### src/rtl/mem_copier.sv
// Memory initiator: copies LEN words SRC->DST, or fills DST with a constant,
// through a single-port Mem that writes on posedge clk and reads combinationally.
module mem_copier #(
   parameter int ADDR_W = 8,
   parameter int DATA_W = 32
) (
   input  logic              clk,
   input  logic              rst_n,
   input  logic              start,
   input  logic              mode,
   input  logic [ADDR_W-1:0] src,
   input  logic [ADDR_W-1:0] dst,
   input  logic [ADDR_W:0]   len,
   input  logic [DATA_W-1:0] fill_val,
   output logic              busy,
   output logic              done,
   output logic              mem_w_en,
   output logic [ADDR_W-1:0] mem_addr,
   output logic [DATA_W-1:0] mem_wdata,
   input  logic [DATA_W-1:0] mem_rdata
);

   typedef enum logic [1:0] {S_IDLE, S_RD, S_WR, S_DONE} state_t;

   state_t              state_q, state_d;
   logic                mode_q, mode_d;
   logic [ADDR_W-1:0]   src_q, src_d;
   logic [ADDR_W-1:0]   dst_q, dst_d;
   logic [ADDR_W:0]     len_q, len_d;
   logic [DATA_W-1:0]   fill_q, fill_d;
   logic [ADDR_W:0]     idx_q, idx_d;
   logic [DATA_W-1:0]   buf_q, buf_d;
   logic                busy_q, busy_d;
   logic                done_q, done_d;
   logic                w_en_q, w_en_d;
   logic [ADDR_W-1:0]   addr_q, addr_d;
   logic [DATA_W-1:0]   wdata_q, wdata_d;
   logic [ADDR_W:0]     idx_nxt;

   always_comb begin
      state_d = state_q;
      mode_d  = mode_q;
      src_d   = src_q;
      dst_d   = dst_q;
      len_d   = len_q;
      fill_d  = fill_q;
      idx_d   = idx_q;
      buf_d   = buf_q;
      addr_d  = addr_q;
      wdata_d = wdata_q;
      idx_nxt = idx_q + 1'b1;

      case (state_q)
         S_IDLE: begin
            if (start) begin
               mode_d = mode;
               src_d  = src;
               dst_d  = dst;
               len_d  = len;
               fill_d = fill_val;
               idx_d  = '0;
               if (len == '0)  state_d = S_DONE;
               else if (mode)  state_d = S_WR;
               else            state_d = S_RD;
            end
         end
         S_RD: begin
            buf_d   = mem_rdata;
            state_d = S_WR;
         end
         S_WR: begin
            idx_d = idx_nxt;
            if (idx_nxt == len_q) state_d = S_DONE;
            else if (mode_q)      state_d = S_WR;
            else                  state_d = S_RD;
         end
         default: state_d = S_IDLE;
      endcase

      // Outputs are registered from the next state so mem_w_en is a clean flop.
      busy_d = (state_d == S_RD) || (state_d == S_WR);
      done_d = (state_d == S_DONE);
      w_en_d = (state_d == S_WR);
      if (state_d == S_RD) begin
         addr_d = src_d + idx_d[ADDR_W-1:0];
      end else if (state_d == S_WR) begin
         addr_d  = dst_d + idx_d[ADDR_W-1:0];
         wdata_d = mode_d ? fill_d : buf_d;
      end
   end

   always_ff @(posedge clk or negedge rst_n) begin
      if (!rst_n) begin
         state_q <= S_IDLE;
         mode_q  <= 1'b0;
         src_q   <= '0;
         dst_q   <= '0;
         len_q   <= '0;
         fill_q  <= '0;
         idx_q   <= '0;
         buf_q   <= '0;
         busy_q  <= 1'b0;
         done_q  <= 1'b0;
         w_en_q  <= 1'b0;
         addr_q  <= '0;
         wdata_q <= '0;
      end else begin
         state_q <= state_d;
         mode_q  <= mode_d;
         src_q   <= src_d;
         dst_q   <= dst_d;
         len_q   <= len_d;
         fill_q  <= fill_d;
         idx_q   <= idx_d;
         buf_q   <= buf_d;
         busy_q  <= busy_d;
         done_q  <= done_d;
         w_en_q  <= w_en_d;
         addr_q  <= addr_d;
         wdata_q <= wdata_d;
      end
   end

   assign busy      = busy_q;
   assign done      = done_q;
   assign mem_w_en  = w_en_q;
   assign mem_addr  = addr_q;
   assign mem_wdata = wdata_q;

endmodule

### config.mk
export PLATFORM = sky130hd
export DESIGN_NAME = mem_copier
export DESIGN_NICKNAME = d
export VERILOG_FILES = /design/src/rtl/mem_copier.sv
export SDC_FILE = /design/constraint.sdc
export NUM_CORES = 1
export LEC_CHECK = 0
export ABC_AREA = 1
export CAP_MARGIN = 20
export CELL_PAD_IN_SITES_DETAIL_PLACEMENT = 2
export CELL_PAD_IN_SITES_GLOBAL_PLACEMENT = 2
export CORE_ASPECT_RATIO = 0.6
export CORE_MARGIN = 4
export CORE_UTILIZATION = 28
export DETAILED_ROUTE_END_ITERATION = 16
export GPL_TIMING_DRIVEN = 0
export PLACE_DENSITY = 0.76
export SYNTH_ARGS = -nofsm -noshare
export SYNTH_HDL_FRONTEND = slang
export SYNTH_SLANG_ARGS = --single-unit
### constraint.sdc
create_clock -name clk -period 3.3 [get_ports clk]
set_input_delay 0.66 -clock clk [delete_from_list [all_inputs] [get_ports clk]]
set_output_delay 0.66 -clock clk [all_outputs]
set_load 0.01 [all_outputs]
# After elaboration in Yosys (flattened, before gate mapping)
# Cells that the tools add are included.
# totals
ff_bits	144
in_bits	93
output_inout_bits	43
wordCells	53
# classes
add_sub_neg	3
n_eq_ne	7
muxes	20
n_bitwise	1
reduce_logical	8
# ops
op	n
32-bit two-way mux	4
8-bit two-way mux	6
9-bit one-hot mux with 2 select lines	1
8-bit adder	2
2-bit two-way mux	5
9-bit by 1-bit adder with 9-bit output (second input constant)	1
9-bit == test	1
9-bit logical NOT	1
9-bit two-way mux	1
2-bit == test (second input constant)	3
2-bit one-hot mux with 3 select lines	1
2-bit AND reduction	3
2-bit by 1-bit == test with 1-bit output (second input constant)	2
2-bit nonzero test	2
2-bit logical NOT	1
1-bit two-way mux	2
2-bit inequality test (second input constant)	1
1-bit logical OR	1
1-bit NOT	1

# Longest topological paths before layout
# depth
depth_word	7
depth_mapped	27
mapped_depth_nobuf	26

# Worst setup path after synthesis
# No wires, ideal clock.
# synth_timing
kind	register to register
start	reg idx_q[0]
end	reg addr_q[5], in the netlist mem_addr[5]
setup_ns	0.136
arrival_ns	3.129
t_required_ns	3.164
slack_ns	0.035
path_stages_with_launch	23
path_buffers	1
synth_period_minus_slack_ns	3.265
cell_sequence	dfrtp_1 -> ha_1 -> xor2_1 -> nor2_1 -> nand3_1 -> nor2_1 -> nand4_1 -> nand2_1 -> nand2_1 -> nand2_1 -> ha_1 -> clkbuf_1 -> inv_1 -> nand2_1 -> o21ai_0 -> ha_1 -> a21oi_1 -> nand2_1 -> nand2_1 -> nand2_1 -> a21oi_1 -> xor2_1 -> o21ai_0
# synth_between
elab_chain_len	6
elab_cells_between_ends	13
classes_between	3 x add/sub; 3 x eq/ne; 6 x mux; 1 x reduce/logical
# synth_rtl
item	line	rtl
start: declaration	31	logic [ADDR_W:0] idx_q, idx_d;
start signal: assignment	114	idx_q <= idx_d;
9-bit by 1-bit adder with 9-bit output *	51	idx_nxt = idx_q + 1'b1;
9-bit == test *	73	if (idx_nxt == len_q) state_d = S_DONE;
2-bit two-way mux *	73	
2-bit one-hot mux with 3 select lines *	53	case (state_q)
net state_d[0]	25	state_t state_q, state_d;
2-bit by 1-bit == test with 1-bit output / 2-bit == test (equally long branches)	84, 86	
8-bit two-way mux / 2-bit nonzero test (equally long branches)	-	
end signal: assignment	119	addr_q <= addr_d;
end: declaration	36	logic [ADDR_W-1:0] addr_q, addr_d;
# The timed path passes the listed nets; every way through them passes the cells marked *. The select of a mux whose other input is x is not followed.
# A chain may end at the register's enable or synchronous reset.

# Worst setup path after layout
# layout_timing
start	reg idx_q[1]
end	reg addr_q[7], in the netlist mem_addr[7]
# The elaborated chain is that of the path after synthesis.

==> impl_results.md <==
* Hold Crit Class: input port to asynchronous set/reset pin
* Syn-to-layout area delta at 44.4%
* Initial antenna violation count at 1
* Die Y at 128 um
* Critical-path cell list: ha_4 > nand2_4 > inv_1 > nand2_2 > nand2_2 > nand2_1 > nand3_1 > nor2_2 > nand4_1 > nand2_1 > nand2_1 > nand2_2 > ha_4 > clkinvlp_4 > nand2_1 > o21ai_1 > ha_1 > a21oi_2 > nand2_2 > buf_4 > a21oi_4 > nand3b_1 > nand3_2 > nand2_1
* Crit-path leading delay family: simple AND/OR/NAND/NOR gates
* Num CTS Buffers at 17
* Fin Hold WS at 0.216 ns
* Min cycle time layout at 3.54 ns
* Via Count at 5659
* EDFF count, synth at 0
* Total GRT Usage at 0.182
* Setup TNS Final at -0.659 ns
* Leading cell type in the layout, fill and taps excluded: nand2_1
* Max-cap viol count at 0
* Die footprint at 26400 um2
* Critical path fanouts, max at 5
* H-tree Lvls at 4
* Gr ovfl total at 0
* Synth Area per Inst at 9.21 um2
* CTS root buffer: clkbuf_16
* Design Power at 10.3 mW
* Synth Net Count at 829
* Hpwl dp at 17.0 mm
* Seq cells post-synth at 144
* Yosys warns at 0
* Violated checks: setup timing
* Final Cell Area at 9620 um2
* Required @ worst endpoint at 3.67 ns
* Fin crit share at 1.07
* Global placement routability congestion at 0.786
* Mapped Cells at 724
* Critical path type: register to register
* Final hold viol count at 0
* P per Cell Area at 1070 nW/um2
* Top_reg_cell synth: dfrtp_1
* Placed Cells incl. Taps at 1175
* CP arrival at 3.90 ns
* Max clock buf depth at 2
* Slew Viols, Final at 0
* Skew final at 0.00800 ns
* Layout Cells excl Fill at 1234
* Synth unique cells at 33
* CP endpoint kind: register
* RSZ-0062 raised after global routing: true
* Placement Cell Area at 8440 um2
* Synth Cell Area at 6670 um2
* Status: finished with violations
* Hold Buf Count CTS at 0
* Port buffer count at 135
* Vias/cell at 4.59
* Largest net degree at the start of global routing at 80
* Ys async rst share at 1.00
* Cell row count at 43
* Highest-count cells in the layout ignoring fill and taps: nand2_1, dfrtp_1, clkdlybuf4s50_1
* Die X at 207 um
* Core area at 23200 um2
* # IOs at 136
* Slew @ Worst Pin at 0.973 ns
* Clock Latency Late Sink at 0.43 ns
* CP peak stage delay at 0.43 ns
* Worst vdd ir at 0.347 mV
* Clock transition at path regs at 0.06 ns
* Critical Path Slowest Stage Cell: dfrtp_1
* Starting Density at 0.287
* # fillers at 2481
* Detail Route Antenna Nets at 0
* Pleak at 4.81 nW
* DRC at 0
* CTS sink count at 144
* Fmax at 283 MHz
* Crit-path most repeated cell: nand2_1
* Number of global-route vias before repair at 6438
* Drt pass-1 iters at 6
* Max_slew headroom at 0.344
* Worst setup SP type: register
* WP buf/inv at 3
* Layout cell share with drive strength beyond 1 at 0.182
* Setup WS post-layout at -0.236 ns
* Final setup viols at 3
* Final nets at 1010
* DR WL/cell at 19.1 um
* First-pass GRT wire length at 37.3 mm
* Total routed wirelength at 23.6 mm
* CTS tree: built
* Sequential share of the synthesized area at 0.541
* Initial DRC Count at 219
-- registers in the layout, summed over array words and instances (netlist names) --
| register | cells |
|---|---|
| mem_wdata | 32 |
| buf_q | 32 |
| state_q | 2 |
| mem_addr | 8 |
| mode_q | 1 |
| idx_q | 9 |
| mem_w_en | 1 |
| dst_q | 8 |
| fill_q | 32 |
| src_q | 8 |
| busy | 1 |
| done | 1 |
| len_q | 9 |
-- routing by layer --
layer	up-vias	wire length (um)	global-route usage
met4	2	149	0.0373
met5	-	11	0
met2	97	10700	0.282
met1	2886	12100	0.264
li1	2661	-	-
met3	13	717	0.0388
-- power breakdown --
group          switching, mW  leakage, nW  internal (mW)
sequential             0.407         1.69           2.65
clock                  0.777        0.337           1.53
combinational           2.82         2.78           2.16
-- path summary, 6_finish.rpt --
check,start,end,slack (ns),depth (start not counted)
worst min register to register,buf_q[23]$_DFF_PN0_,buf_q[23]$_DFF_PN0_,0.48,2
min in group clk,buf_q[23]$_DFF_PN0_,buf_q[23]$_DFF_PN0_,0.48,2
worst max register to register,idx_q[1]$_DFF_PN0_,mem_addr[7]$_DFFE_PN0P_,-0.24,24
max in group asynchronous,rst_n,fill_q[18]$_DFF_PN0_,2.24,2
worst max-delay path,idx_q[1]$_DFF_PN0_,mem_addr[7]$_DFFE_PN0P_,-0.24,24
worst min-delay path,rst_n,len_q[2]$_DFFE_PN0P_,0.22,1
-- stage by stage --
stage          setup WS [ns]   util
6_report              -0.236  0.414
5_1_grt               -0.482  0.414
4_1_cts               -0.196  0.404
3_5_place_dp           -1.25  0.363
3_3_place_gp           -4.69  0.362
2_1_floorplan         0.0349      -
-- cells in the mapped netlist (5+ instances only) --
library cell	number	area share
nor2_1	45	0.025
o22ai_1	5	0.0047
nand3_1	25	0.019
o21ai_0	28	0.021
dfrtp_1	144	0.54
mux2i_1	64	0.096
nand2_2	5	0.0047
a31oi_1	33	0.031
nand2_1	180	0.10
or2_2	7	0.0066
a21oi_1	11	0.0083
buf_2	5	0.0038
ha_1	11	0.021
buf_6	10	0.017
inv_1	117	0.066
clkbuf_1	9	0.0051
-- cells by family after synthesis --
logic type / Yosys count / synth area share
AOI/OAI and AO/OA: 84 / 0.0736
and+or+nand+nor: 273 / 0.169
muxes: 64 / 0.0961
adders and majority gates: 12 / 0.0237
xor gates and xnor gates: 2 / 0.00263
buffers and inverters: 145 / 0.0946
DFF: 144 / 0.541
-- what timing repair did --
item,CTS,global route
pin swaps,28,29
setup buffers,19,9
resized for setup,47,53
setup endpoints to repair,40,39
hold endpoints to repair,0,0
-- layout make-up --
class	count	area (um2)	share of cell area
Clock inverter	11	233	0.0242
Inverter	118	447	0.0464
Clock buffer	21	460	0.0478
Timing Repair Buffer	164	1610	0.167
Antenna cell	1	2.50	0.000260
Sequential cell	144	3610	0.375
Tap cell	315	394	0.0410
Buffer	25	196	0.0204
Multi-Input combinational cell	435	2680	0.278
Power figures use the tool's default switching activity.
